$ cat config.mk
export PLATFORM = sky130hd
export DESIGN_NAME = mix_tree_sequencer_flat
export DESIGN_NICKNAME = d
export VERILOG_FILES = /design/src/rtl/mfda_seq_pkg.sv /design/src/rtl/mix_tree_sequencer_if.sv /design/src/rtl/mix_tree_sequencer_phase_timer.sv /design/src/rtl/mix_tree_sequencer.sv /design/src/flat_wrapper.sv
export SDC_FILE = /design/constraint.sdc
export NUM_CORES = 1
export LEC_CHECK = 0
export CAP_MARGIN = 10
export CORE_MARGIN = 3
export CORE_UTILIZATION = 57
export CTS_CLUSTER_DIAMETER = 60
export DETAILED_ROUTE_END_ITERATION = 8
export PLACE_DENSITY_LB_ADDON = 0.2
export SLEW_MARGIN = 15
export SYNTH_ARGS = -nofsm -noshare
export SYNTH_HDL_FRONTEND = slang
export SYNTH_SLANG_ARGS = --single-unit
$ cat constraint.sdc
create_clock -name clk -period 5.3 [get_ports clk]
set_clock_uncertainty 0.2 [all_clocks]
set_input_delay 1.06 -clock clk [delete_from_list [all_inputs] [get_ports clk]]
set_output_delay 1.06 -clock clk [all_outputs]
set_load 0.02 [all_outputs]
$ cat src/rtl/mfda_seq_pkg.sv
// Shared types and helpers for the mixer-tree valve sequencer.
// Holds the phase enum, the zero-duration clamp and the default phase timings.
package mfda_seq_pkg;

  typedef enum logic [2:0] {
    IDLE  = 3'd0,
    FILL  = 3'd1,
    MIX   = 3'd2,
    DRAIN = 3'd3,
    FLUSH = 3'd4,
    DONE  = 3'd5
  } state_t;

  localparam logic [15:0] DEF_FILL_TIME  = 16'd4;
  localparam logic [15:0] DEF_MIX_TIME   = 16'd3;
  localparam logic [15:0] DEF_DRAIN_TIME = 16'd2;

  // A programmed duration of 0 still occupies one cycle.
  function automatic logic [31:0] clamp_dur(input logic [31:0] t);
    return (t == 32'd0) ? 32'd1 : t;
  endfunction

endpackage

$ cat src/rtl/mix_tree_sequencer_if.sv
// Host-side control/status bundle of the mixer-tree sequencer.
// Level-sampled controls, no handshake: start is a one-cycle request, abort is a level.
interface mix_tree_sequencer_if
  import mfda_seq_pkg::*;
#(
  parameter int N_INLETS = 8,
  parameter int LEVELS   = 3,
  parameter int CNT_W    = 16
);
  logic                start;
  logic                abort;
  logic [N_INLETS-1:0] inlet_mask;
  logic [CNT_W-1:0]    fill_time;
  logic [CNT_W-1:0]    mix_time;
  logic [CNT_W-1:0]    drain_time;
  logic [N_INLETS-1:0] inlet_valve;
  logic [LEVELS-1:0]   level_valve;
  logic                out_valve;
  logic                flush_valve;
  logic                busy;
  logic                done;
  logic                aborted;
  logic                cfg_err;
  state_t              dbg_state;

  modport master (
    output start, abort, inlet_mask, fill_time, mix_time, drain_time,
    input  inlet_valve, level_valve, out_valve, flush_valve,
    input  busy, done, aborted, cfg_err, dbg_state
  );

  modport slave (
    input  start, abort, inlet_mask, fill_time, mix_time, drain_time,
    output inlet_valve, level_valve, out_valve, flush_valve,
    output busy, done, aborted, cfg_err, dbg_state
  );
endinterface

$ cat src/rtl/mix_tree_sequencer_phase_timer.sv
// Down-counter timing one sequencer phase: load a value, count to zero, flag expiry.
// Holds at zero once reached so it never wraps past the end of a phase.
module phase_timer #(
  parameter int CNT_W = 16
) (
  input  logic             clk,
  input  logic             rst_n,
  input  logic             i_load,
  input  logic [CNT_W-1:0] i_value,
  output logic             o_expire
);
  logic [CNT_W-1:0] r_count;

  always_ff @(posedge clk or negedge rst_n) begin
    if (!rst_n) begin
      r_count <= '0;
    end else if (i_load) begin
      r_count <= i_value;
    end else if (r_count != '0) begin
      r_count <= r_count - 1'b1;
    end
  end

  assign o_expire = (r_count == '0);
endmodule

$ cat src/rtl/mix_tree_sequencer.sv
// Valve sequencer for a binary mixer tree: fill, level-by-level mix, drain, flush.
// Valve/status outputs are registered from the current phase, so they trail the state by one cycle.
module mix_tree_sequencer
  import mfda_seq_pkg::*;
#(
  parameter int N_INLETS = 8,
  parameter int LEVELS   = 3,
  parameter int CNT_W    = 16
) (
  input logic               clk,
  input logic               rst_n,
  mix_tree_sequencer_if.slave bus
);
  localparam int LW = (LEVELS > 1) ? $clog2(LEVELS) : 1;

  state_t              r_state, w_state_nx;
  logic [LW-1:0]       r_level, w_level_nx;
  logic [N_INLETS-1:0] r_mask;
  logic [CNT_W-1:0]    r_mix, r_drain;
  logic                r_abort_run;
  logic                w_load, w_latch, w_set_abort, w_cfg_err_nx, w_expire;
  logic [CNT_W-1:0]    w_load_val;

  logic [N_INLETS-1:0] r_inlet_valve;
  logic [LEVELS-1:0]   r_level_valve;
  logic                r_out_valve, r_flush_valve, r_busy, r_done, r_aborted, r_cfg_err;

  function automatic logic [CNT_W-1:0] load_of(input logic [CNT_W-1:0] t);
    return CNT_W'(clamp_dur(32'(t)) - 32'd1);
  endfunction

  phase_timer #(.CNT_W(CNT_W)) u_timer (
    .clk      (clk),
    .rst_n    (rst_n),
    .i_load   (w_load),
    .i_value  (w_load_val),
    .o_expire (w_expire)
  );

  always_comb begin
    w_state_nx   = r_state;
    w_level_nx   = r_level;
    w_load       = 1'b0;
    w_load_val   = '0;
    w_latch      = 1'b0;
    w_set_abort  = 1'b0;
    w_cfg_err_nx = 1'b0;
    case (r_state)
      IDLE: begin
        if (bus.start) begin
          if (|bus.inlet_mask) begin
            w_latch    = 1'b1;
            w_state_nx = FILL;
            w_load     = 1'b1;
            w_load_val = load_of(bus.fill_time);
          end else begin
            w_cfg_err_nx = 1'b1;
          end
        end
      end
      FILL, MIX, DRAIN: begin
        // Abort bypasses the remaining phases with a fresh flush timer.
        if (bus.abort) begin
          w_set_abort = 1'b1;
          w_state_nx  = FLUSH;
          w_load      = 1'b1;
          w_load_val  = load_of(r_drain);
        end else if (w_expire) begin
          w_load = 1'b1;
          if (r_state == FILL) begin
            w_state_nx = MIX;
            w_level_nx = '0;
            w_load_val = load_of(r_mix);
          end else if (r_state == MIX && r_level != LW'(LEVELS - 1)) begin
            w_level_nx = r_level + 1'b1;
            w_load_val = load_of(r_mix);
          end else begin
            w_state_nx = (r_state == MIX) ? DRAIN : FLUSH;
            w_load_val = load_of(r_drain);
          end
        end
      end
      FLUSH: begin
        if (w_expire) w_state_nx = DONE;
      end
      DONE:    w_state_nx = IDLE;
      default: w_state_nx = IDLE;
    endcase
  end

  always_ff @(posedge clk or negedge rst_n) begin
    if (!rst_n) begin
      r_state     <= IDLE;
      r_level     <= '0;
      r_mask      <= '0;
      r_mix       <= '0;
      r_drain     <= '0;
      r_abort_run <= 1'b0;
    end else begin
      r_state <= w_state_nx;
      r_level <= w_level_nx;
      if (w_latch) begin
        r_mask      <= bus.inlet_mask;
        r_mix       <= bus.mix_time;
        r_drain     <= bus.drain_time;
        r_abort_run <= 1'b0;
      end else if (w_set_abort) begin
        r_abort_run <= 1'b1;
      end
    end
  end

  always_ff @(posedge clk or negedge rst_n) begin
    if (!rst_n) begin
      r_inlet_valve <= '0;
      r_level_valve <= '0;
      r_out_valve   <= 1'b0;
      r_flush_valve <= 1'b0;
      r_busy        <= 1'b0;
      r_done        <= 1'b0;
      r_aborted     <= 1'b0;
      r_cfg_err     <= 1'b0;
    end else begin
      r_inlet_valve <= (r_state == FILL) ? r_mask : '0;
      r_level_valve <= (r_state == MIX) ? (LEVELS'(1) << r_level) : '0;
      r_out_valve   <= (r_state == DRAIN) || (r_state == FLUSH);
      r_flush_valve <= (r_state == FLUSH);
      r_busy        <= (r_state != IDLE);
      r_done        <= (r_state == DONE);
      r_aborted     <= (r_state == DONE) && r_abort_run;
      r_cfg_err     <= w_cfg_err_nx;
    end
  end

  assign bus.inlet_valve = r_inlet_valve;
  assign bus.level_valve = r_level_valve;
  assign bus.out_valve   = r_out_valve;
  assign bus.flush_valve = r_flush_valve;
  assign bus.busy        = r_busy;
  assign bus.done        = r_done;
  assign bus.aborted     = r_aborted;
  assign bus.cfg_err     = r_cfg_err;
  assign bus.dbg_state   = r_state;
endmodule

$ cat src/flat_wrapper.sv
// flat-port wrapper written by rule: the top's interface ports become plain ports
module mix_tree_sequencer_flat import mfda_seq_pkg::*;
#(
  parameter int N_INLETS = 8,
  parameter int LEVELS   = 3,
  parameter int CNT_W    = 16
)
  (clk, rst_n, bus_start, bus_abort, bus_inlet_mask, bus_fill_time, bus_mix_time, bus_drain_time, bus_inlet_valve, bus_level_valve, bus_out_valve, bus_flush_valve, bus_busy, bus_done, bus_aborted, bus_cfg_err, bus_dbg_state);
  mix_tree_sequencer_if #(.N_INLETS(N_INLETS), .LEVELS(LEVELS), .CNT_W(CNT_W)) bus_i ();
  input logic clk;
  input logic rst_n;
  input wire logic [$bits(bus_i.start)-1:0] bus_start;
  input wire logic [$bits(bus_i.abort)-1:0] bus_abort;
  input wire logic [$bits(bus_i.inlet_mask)-1:0] bus_inlet_mask;
  input wire logic [$bits(bus_i.fill_time)-1:0] bus_fill_time;
  input wire logic [$bits(bus_i.mix_time)-1:0] bus_mix_time;
  input wire logic [$bits(bus_i.drain_time)-1:0] bus_drain_time;
  output wire logic [$bits(bus_i.inlet_valve)-1:0] bus_inlet_valve;
  output wire logic [$bits(bus_i.level_valve)-1:0] bus_level_valve;
  output wire logic [$bits(bus_i.out_valve)-1:0] bus_out_valve;
  output wire logic [$bits(bus_i.flush_valve)-1:0] bus_flush_valve;
  output wire logic [$bits(bus_i.busy)-1:0] bus_busy;
  output wire logic [$bits(bus_i.done)-1:0] bus_done;
  output wire logic [$bits(bus_i.aborted)-1:0] bus_aborted;
  output wire logic [$bits(bus_i.cfg_err)-1:0] bus_cfg_err;
  output wire logic [$bits(bus_i.dbg_state)-1:0] bus_dbg_state;
  assign bus_i.start = bus_start;
  assign bus_i.abort = bus_abort;
  assign bus_i.inlet_mask = bus_inlet_mask;
  assign bus_i.fill_time = bus_fill_time;
  assign bus_i.mix_time = bus_mix_time;
  assign bus_i.drain_time = bus_drain_time;
  assign bus_inlet_valve = bus_i.inlet_valve;
  assign bus_level_valve = bus_i.level_valve;
  assign bus_out_valve = bus_i.out_valve;
  assign bus_flush_valve = bus_i.flush_valve;
  assign bus_busy = bus_i.busy;
  assign bus_done = bus_i.done;
  assign bus_aborted = bus_i.aborted;
  assign bus_cfg_err = bus_i.cfg_err;
  assign bus_dbg_state = bus_i.dbg_state;
  mix_tree_sequencer #(.N_INLETS(N_INLETS), .LEVELS(LEVELS), .CNT_W(CNT_W)) u_core (.clk(clk), .rst_n(rst_n), .bus(bus_i));
endmodule
==> impl_metrics.tcl <==
set metrics [dict create \
    postSynthRegisterBits 79 \
    fillers 560 \
    fmax_mhz 261 \
    seqCellArea_um2 1980 \
    dominantRegCellSynth "dfrtp_1" \
    netlist_area_pre_place_um2 4540 \
    total_number_of_vias 4043 \
    finalCoreUtilization_pct 74.1 \
    final.setup.tns_ns 0 \
    insertion_delay_of_the_later_clocked_pin_in_the_worst_skew_pair_ns 0.36 \
    synth_enable_flop_cells 0 \
    clockBufferDepth 2 \
    worst_r2r_endpoint "u_core.u_timer.r_count[13]$_DFFE_PN0P_" \
    start_util_pct 60.6 \
    timing_worst_setup_path_type "in -> reg" \
    setup.worst_path.end_class "register" \
    cts-resized-gates 0 \
    final.period_utilization_pct 72.2 \
    cp_max_fo 5 \
    regToRegStartpoint "u_core.u_timer.r_count[0]$_DFFE_PN0P_" \
    drive_above_1_share_pct 7.31 \
    totalWireLength_mm 11.2 \
    clkSlewWorstSetupHoldPaths_ns 0.08 \
    tritoncts_buffer_count 9 \
    nNetsFinal 651 \
    synth.yosys.warnings 0 \
    drt_iter0_markers 291 \
    clk_root_buffer_cell "clkbuf_8" \
    ir_drop_mv 0.260 \
    initial_antenna_violation_count 0 \
    leakage_nw 2.39 \
    hold_path_startpoint "u_core.r_mask[3]$_DFFE_PN0P_" \
    cts_tree "built" \
    cp-startpoint "bus_fill_time[5]" \
    yosys.area.top_type "dfrtp_1" \
    synth_compound_area_share_pct 13.4 \
    power-per-cell-area_nw_per_um2 502 \
    track_usage_pct 25.4 \
    cts_hold_repair.buffers 0 \
    cp-start-kind "input pin" \
    layout.cells.most_common "nand2_1" \
    yosys.area_share.simple_pct 29.0 \
    dr_pass1_iterations 5 \
    antennaDiodeCount 0 \
    endpoint "u_core.u_timer.r_count[12]$_DFFE_PN0P_" \
    gp_congestion 0.873 \
    synth.lib_cells_used.distinct 58 \
    die_height_um 95.2 \
    place_hpwl_mm 8.12 \
    largest_net_degree_at_the_start_of_global_routing 80 \
    die_x_um 95.2 \
    global_route.overflow_total 0 \
    holdCritPathClass "reg -> reg" \
    worst_slew_margin_pct 35.6 \
    max_stage_delay_ns 0.66 \
    main_combinational_cell_family_by_area_after_synthesis "simple AND/OR/NAND/NOR gates" \
    hold_violations 0 \
    worst-path-stages 11 \
    row_cnt 31 \
    rsz0062_at_grt "false" \
    floorplan.io_pins 80 \
    remaining_drc_errors 0 \
    port_buffers 79 \
    report.final.setup_viol 0 \
    postCtsSetupBuffers 0 \
    ctsHtreeMaxLevel 3 \
    route.detailed.wl_per_inst_um 16.4 \
    final_cell_mix "nand2_1 (134), dfrtp_1 (79), clkdlybuf4s50_1 (78)" \
    post_synth_mux_area_share_pct 1.13 \
    number_of_slew_limit_violations_in_the_final_report 0 \
    core_um2 7490 \
    timing.critical_path.cells "clkdlybuf4s50_1, or3_1, or3_4, nor2_1, nor2_1, ha_1, or4b_2, nor2_1, nand2_1, xnor2_1, a221o_1" \
    final.min_clock_period_ns 3.83 \
    postSynthAreaPerCell_um2 8.81 \
    die_area_um2 9070 \
    cap_viol_max_count 0 \
    r2r.worst_path.cells 8 \
    cp_common_cell "nor2_1" \
    fin_worst_hold_slack_ns 0.276 \
    cp.arrival_ns 3.87 \
    synthDominantCellAreaShare_pct 43.6 \
    grt_pass1_vias 3808 \
    crit_buf_inv 1 \
    numClockSinks 79 \
    worst_ep_required_time_ns 5.35 \
    run_status "finished clean" \
    synth-seq-area-share_pct 43.6 \
    synth_nets 582 \
    multi_input_comb_area_um2 2400 \
    synth_adder_area_share_pct 1.93 \
    ys_async_sr_fraction_pct 100 \
    synthesis.instances 515 \
    global_route_wire_length_before_repair_mm 17.8 \
    drt-vias-per-instance 5.89 \
    netlist_top_cells_area "dfrtp_1 (44%), nand2_1 (11%), xnor2_1 (3.9%), xor2_1 (3.5%), nor2_1 (2.6%)" \
    area_growth_syn_to_layout_pct 22.3 \
    timing_worst_slew_pin_value_ns 0.966 \
    reg2reg_slack_ns 1.98 \
    drtAntennaViolNets 0 \
    critical_path_slowest_stage_cell "or4b_2" \
    synth_xor_xnor_area_share_pct 7.33 \
    worst_path_dominant_cell_family "simple AND/OR/NAND/NOR gates" \
]
-- per-stage QoR --
stage / power (mW) / instances / cell area, um^2 / setup slack (ns)
6_report: 2.79 / 687 / 5550 / 1.47
5_1_grt: 2.97 / 687 / 5550 / 1.30
4_1_cts: 2.77 / 687 / 5550 / 1.48
3_5_place_dp: 2.33 / 672 / 5360 / 1.11
3_3_place_gp: 2.27 / 672 / 5360 / 1.22
2_1_floorplan: 1.94 / 515 / 4540 / 1.83
-- registers in the layout (all words and copies together), names as in the netlist --
register,flops
u_core.r_drain,16
u_core.r_mix,16
u_core.u_timer.r_count,16
u_core.bus.inlet_valve,8
u_core.r_mask,8
u_core.bus.dbg_state,3
u_core.bus.level_valve,3
u_core.r_level,2
u_core.bus.aborted,1
u_core.bus.busy,1
u_core.bus.cfg_err,1
u_core.bus.done,1
u_core.bus.flush_valve,1
u_core.bus.out_valve,1
u_core.r_abort_run,1
-- power by group --
part,switching [mW],internal [mW]
Combinational,0.694,0.524
Sequential,0.277,0.853
Clock,0.224,0.216
Total,1.20,1.59
-- layout make-up --
class	instances	area share [%]
clock buffer	10	2.30
inverter	11	0.744
tap	99	2.23
timing repair buffer	83	14.7
sequential	79	35.6
clock inverter	5	1.08
multi-input combinational	400	43.3
-- cell usage after synthesis (all sizes together), types with 2 or more instances --
master / count
dfrtp: 79
buf: 10
nor3b: 5
o311a: 4
inv: 11
a31oi: 3
nor4b: 3
nand3b: 3
or4b: 2
or4: 9
a22oi: 3
or3: 8
xnor2: 20
o21a: 2
a22o: 2
nor2: 33
nand2b: 3
o221ai: 4
a21oi: 17
o211ai: 3
o41ai: 2
o21ai: 28
nor4: 21
nor3: 12
o22ai: 4
mux2i: 4
xor2: 18
a21o: 2
o31ai: 7
clkbuf: 15
nand4: 2
and3: 2
nand2: 135
a221o: 4
nand3: 5
nor2b: 3
ha: 7
and2: 12
a211oi: 3
-- cell families after synthesis --
group | count (synthesis)
AOI/OAI and AO/OA | 91
xor gates and xnor gates | 38
muxes | 5
DFF | 79
adders and majority gates | 7
and+or+nand+nor | 259
buffers and inverters | 36
-- per-layer routing --
layer	wire length, um	share of wire [%]	track usage (%)	vias to the layer above
li1	-	-	-	1932
met1	4660	41	32.3	1929
met2	5490	49	41.4	156
met3	825	7.3	6.87	26
met4	263	2.3	9.74	0
met5	0	0	0	-
-- tightest hold or removal path, cell delays in order (launching register included) --
cell and delay (ns):
dfrtp_1 0.34, nand2_1 0.05, nand2_1 0.06
-- how the worst min path moves through the flow --
stage,to,slack [ns],depth (start not counted)
final,u_core.r_mask[3]$_DFFE_PN0P_,0.28,2
after global routing,u_core.r_mask[4]$_DFFE_PN0P_,0.30,2
after CTS,u_core.r_mask[4]$_DFFE_PN0P_,0.28,2
after detailed placement,u_core.r_mask[4]$_DFFE_PN0P_,0.26,2
after global placement,u_core.r_mask[5]$_DFFE_PN0P_,0.25,2
after floorplan,u_core.r_mask[0]$_DFFE_PN0P_,0.24,2
No activity file was read; power rests on OpenSTA's default activity.
==> patch 1, RTL diff (same settings) <==
Make the reset (`rst_n`) synchronous in 3 clocked blocks.
--- a/src/rtl/mix_tree_sequencer_phase_timer.sv
+++ b/src/rtl/mix_tree_sequencer_phase_timer.sv
@@ -12,5 +12,5 @@
   logic [CNT_W-1:0] r_count;
 
-  always_ff @(posedge clk or negedge rst_n) begin
+  always_ff @(posedge clk) begin
     if (!rst_n) begin
       r_count <= '0;
--- a/src/rtl/mix_tree_sequencer.sv
+++ b/src/rtl/mix_tree_sequencer.sv
@@ -89,5 +89,5 @@
   end
 
-  always_ff @(posedge clk or negedge rst_n) begin
+  always_ff @(posedge clk) begin
     if (!rst_n) begin
       r_state     <= IDLE;
@@ -111,5 +111,5 @@
   end
 
-  always_ff @(posedge clk or negedge rst_n) begin
+  always_ff @(posedge clk) begin
     if (!rst_n) begin
       r_inlet_valve <= '0;
Behaviour: differs if rst_n is asserted again (counterexample within 4 cycles, from zero or initial values and one cycle with rst_n low); with rst_n held inactive, the same outputs for 4 cycles.
==> patch 1 against the original RTL <==
  * Wire length grew 4.7%
  * Sequential cell count stayed put
  * Design area fell by 0.25%
  * Fmax shrank 2.1%
  * Utilization fell by 2.9 points
  * Synthesized cell count rose by 11%
  * Total power fell by 17%
  * Non-clock buffer count decreased by 1
  * Area after synthesis up 0.77%
  * Via count increased by 11%
  * Setup slack worse by 83 ps
  * Critical path type unchanged
  * Critical endpoint is now u_core.u_timer.r_count[10]
  * Largest power group unchanged
==> patch 1: results (changes against the original RTL) <==
clock buffer count 9 (-1); Most used DFF post-synth dfxtp_1; largest registers u_core.r_drain (16), u_core.r_mix (16), u_core.u_timer.r_count (16); Root Buffer clkbuf_8; CTS Sinks 79 (unchanged); Distinct cells, synth 66 (+14%); initial antenna violation count 0 (unchanged); routability-driven placement congestion ratio 0.914 (+4.7%); Fillers 641 (+14%); Post-Route WL 11800 um (+4.7%); share of layout cells above drive strength 1 7.96% (+0.64 points); Seq/Total Area, Yosys 34.6% (-9.0 points); Max VDD drop 0.209 mV (-20%); first-pass GRT wire length 18600 um (+4.9%); H-tree levels 3 (unchanged); Non-clock buffers 82 (-1.2%); multi-input gate count 452 (+13%); number of I/O port buffers 79 (unchanged); All-Layer GR Usage 25.9% (+0.45 points); clk tree area frac 3.25% (-0.13 points); DRC marker count from the first detailed-route iteration 283 (-2.7%); post-cts repair resize count 0 (unchanged); Total Nets Final 701 (+7.7%); async set-reset flop share out of synthesis 0% (-100 points); Worst EP arrival 3900 ps (+30 ps); dpl hpwl 8730 um (+7.5%); pin count of the biggest net entering global routing 53 (-34%); DR DRC count 0 (unchanged); Pre-antenna DRT Iters 5 (unchanged); sequential cell area share 28.6% (-7.1 points); leakage 2.00 nW (-16%); Post-Syn Nets 636 (+9.3%); clock-pin slew on the worst setup and hold paths roughly 90 ps; number of global-route vias before repair 4056 (+6.5%); crit-path max FO 6 (+1); diode count 0 (unchanged); Multi-input gate area 2790 um^2 (+16%); Post-synth top cells 114 x nand2_1, 79 x dfxtp_1, 64 x a21oi_1, 45 x nor2_1, 20 x xor2_1; worst hold path class flop to flop; Non-clk invs 12 (+1); via/cell ratio 6.03 (+2.5%); NonClk Buf Share 14.7% (-0.054 points); status completed; actual slew at the worst max-slew pin 1030 ps (+68.5 ps); synth top area cells dfxtp_1 35%, nand2_1 9.4%, a21oi_1 7.0%
## patch 1: kinds of logic (layout without fill, tap and decap cells)
kind of cell,Yosys count,count (layout),synth area share [%]
fa+ha+maj,5,5,1.37
flops,79,79,34.6
simple gates,268,268,31.0
buf+inv,40,110,4.68
mux,6,6,1.31
xor+xnor,39,39,7.47
compound gates,134,134,19.6
## patch 1: through the flow
step	setup WS, ps	area [um^2]	cells	total power [mW]	hold slack (ps)
detailed placement	1060	5350	727	1.90	245
global placement	1230	5350	727	1.87	236
floorplan	2140	4570	571	1.66	230
finish	1390	5540	743	2.33	262
CTS	1420	5530	743	2.32	261
global route	1100	5540	743	2.48	275
## patch 1: path summary, 6_finish.rpt
check | startpoint | to | slack, ps | depth (start not counted)
setup reg to reg | u_core.r_mix[4] | u_core.u_timer.r_count[14] | 1920 | 10
setup / recovery | bus_fill_time[8] | u_core.u_timer.r_count[10] | 1390 | 12
hold reg to reg | u_core.r_mask[4] | u_core.r_mask[4] | 260 | 2
hold / removal | u_core.r_mask[4] | u_core.r_mask[4] | 260 | 2
## patch 1: worst max-delay path: stages
cell and delay [ps]:
clkdlybuf4s50_1 590, nor4_2 120, nand3_1 160, nor2_1 100, nor2_1 100, ha_1 180
nor3b_1 550, nand2_1 210, or3_1 360, xnor2_1 130, a22oi_1 200, o22ai_1 120
## patch 1: layer usage
metal	global-route usage [%]	routed length, um	up-vias
li1	-	-	2175
met1	34.4	5080	2093
met2	41.9	5540	191
met3	4.66	901	21
met4	9.24	233	0
met5	0	0	-
## patch 1: report_power, final
group / internal, mW / leakage (nW) / switching, mW
Clock: 0.175 / 0.0902 / 0.241
Sequential: 0.698 / 0.647 / 0.143
Combinational: 0.448 / 1.26 / 0.623
==> patch 2, RTL diff (same settings) <==
Without the edit above. `CNT_W` is set to 16 in 4 places; all go to 32.
--- a/src/rtl/mix_tree_sequencer_if.sv
+++ b/src/rtl/mix_tree_sequencer_if.sv
@@ -6,5 +6,5 @@
   parameter int N_INLETS = 8,
   parameter int LEVELS   = 3,
-  parameter int CNT_W    = 16
+  parameter int CNT_W    = 32
 );
   logic                start;
--- a/src/rtl/mix_tree_sequencer_phase_timer.sv
+++ b/src/rtl/mix_tree_sequencer_phase_timer.sv
@@ -2,5 +2,5 @@
 // Holds at zero once reached so it never wraps past the end of a phase.
 module phase_timer #(
-  parameter int CNT_W = 16
+  parameter int CNT_W = 32
 ) (
   input  logic             clk,
--- a/src/rtl/mix_tree_sequencer.sv
+++ b/src/rtl/mix_tree_sequencer.sv
@@ -6,5 +6,5 @@
   parameter int N_INLETS = 8,
   parameter int LEVELS   = 3,
-  parameter int CNT_W    = 16
+  parameter int CNT_W    = 32
 ) (
   input logic               clk,
--- a/src/flat_wrapper.sv
+++ b/src/flat_wrapper.sv
@@ -4,5 +4,5 @@
   parameter int N_INLETS = 8,
   parameter int LEVELS   = 3,
-  parameter int CNT_W    = 16
+  parameter int CNT_W    = 32
 )
   (clk, rst_n, bus_start, bus_abort, bus_inlet_mask, bus_fill_time, bus_mix_time, bus_drain_time, bus_inlet_valve, bus_level_valve, bus_out_valve, bus_flush_valve, bus_busy, bus_done, bus_aborted, bus_cfg_err, bus_dbg_state);
Interface: changed (resized bus_drain_time, bus_fill_time and bus_mix_time); port bits go from 80 to 128. No check against the original RTL was run, so the function may have changed too.
==> patch 2 against the original RTL <==
  * Area after synthesis up 79%
  * Sequential cell count up 48
  * Design area up 84%
  * Total power up 92%
  * Wire length up 120%
  * Setup slack worse by 240 ps
  * Final cell count up 86%
  * Critical endpoint is now u_core.u_timer.r_count[24]
==> patch 2: results (changes against the original RTL) <==
first-pass GRT wire length 40000 um (+130%); number of I/O port buffers 127 (+61%); Post-Route Utilization 75.0% (+0.85 points); multi-input combinational area share 46.4% (+3.1 points); Post-synth top cells 251 x nand2_1, 127 x dfrtp_1, 55 x nor2_1, 43 x nor4_1, 42 x xnor2_1; Crit Reg-Reg Endpoint u_core.u_timer.r_count[24]; largest registers u_core.r_drain (32), u_core.r_mix (32), u_core.u_timer.r_count (32); Post-Route WL 24700 um (+120%); Post-Synth XOR/XNOR Area 7.98% (+0.64 points); met3 Use GR 7.72% (+0.85 points); Slew Limit Headroom 40.7% (+5.1 points); pre-CTS WS 908 ps (-205 ps); routed len/inst 19.3 um (+18%); Power Density 525 nW/um^2 (+4.5%); multi-input gate count 794 (+99%); crit-path max FO 7 (+2); status completed; pin count of the biggest net entering global routing 76 (-5.0%); dpl hpwl 17400 um (+110%); CTS Sinks 127 (+61%); share of layout cells above drive strength 1 6.79% (-0.53 points); Non-clock buffers 139 (+67%); crit path time final 4070 ps (+239 ps); Root Buffer clkbuf_16; WS Path Type flop to flop; number of global-route vias before repair 7721 (+100%); placement-stage cell area 9570 um^2 (+78%); Avg Cell Area, Syn 8.32 um^2 (-5.5%); register area 3180 um^2 (+61%); All-Layer GR Usage 31.5% (+6.1 points); Clk Latency, worst-skew pair 430 ps (+70 ps); synth top area cells dfrtp_1 39%, nand2_1 12%, xnor2_1 4.5%; Vias 8137 (+100%); Seq/Total Area, Yosys 39.1% (-4.4 points); Distinct cells, synth 76 (+31%)
patch 2: cell count changes in the layout (fill, tap and decap cells not counted), moves of 14 or more:
cell,unedited run,this run
clkbuf_16,0,17
nor4_1,17,43
xor2_1,18,32
nand3_1,5,23
nor2_1,32,55
xnor2_1,20,42
dfrtp_1,79,127
or3_1,6,25
nor3_1,10,39
nand2_1,134,251
clkdlybuf4s50_1,78,126
patch 2: worst max path at each step:
stage / slack [ps] / cells after the start / end
2_1_floorplan: 1460 / 10 / u_core.u_timer.r_count[10]
5_1_grt: 1000 / 10 / u_core.u_timer.r_count[24]
6_report: 1230 / 11 / u_core.u_timer.r_count[24]
4_1_cts: 1280 / 10 / u_core.u_timer.r_count[18]
3_3_place_gp: 1040 / 10 / u_core.u_timer.r_count[24]
3_5_place_dp: 910 / 10 / u_core.u_timer.r_count[18]
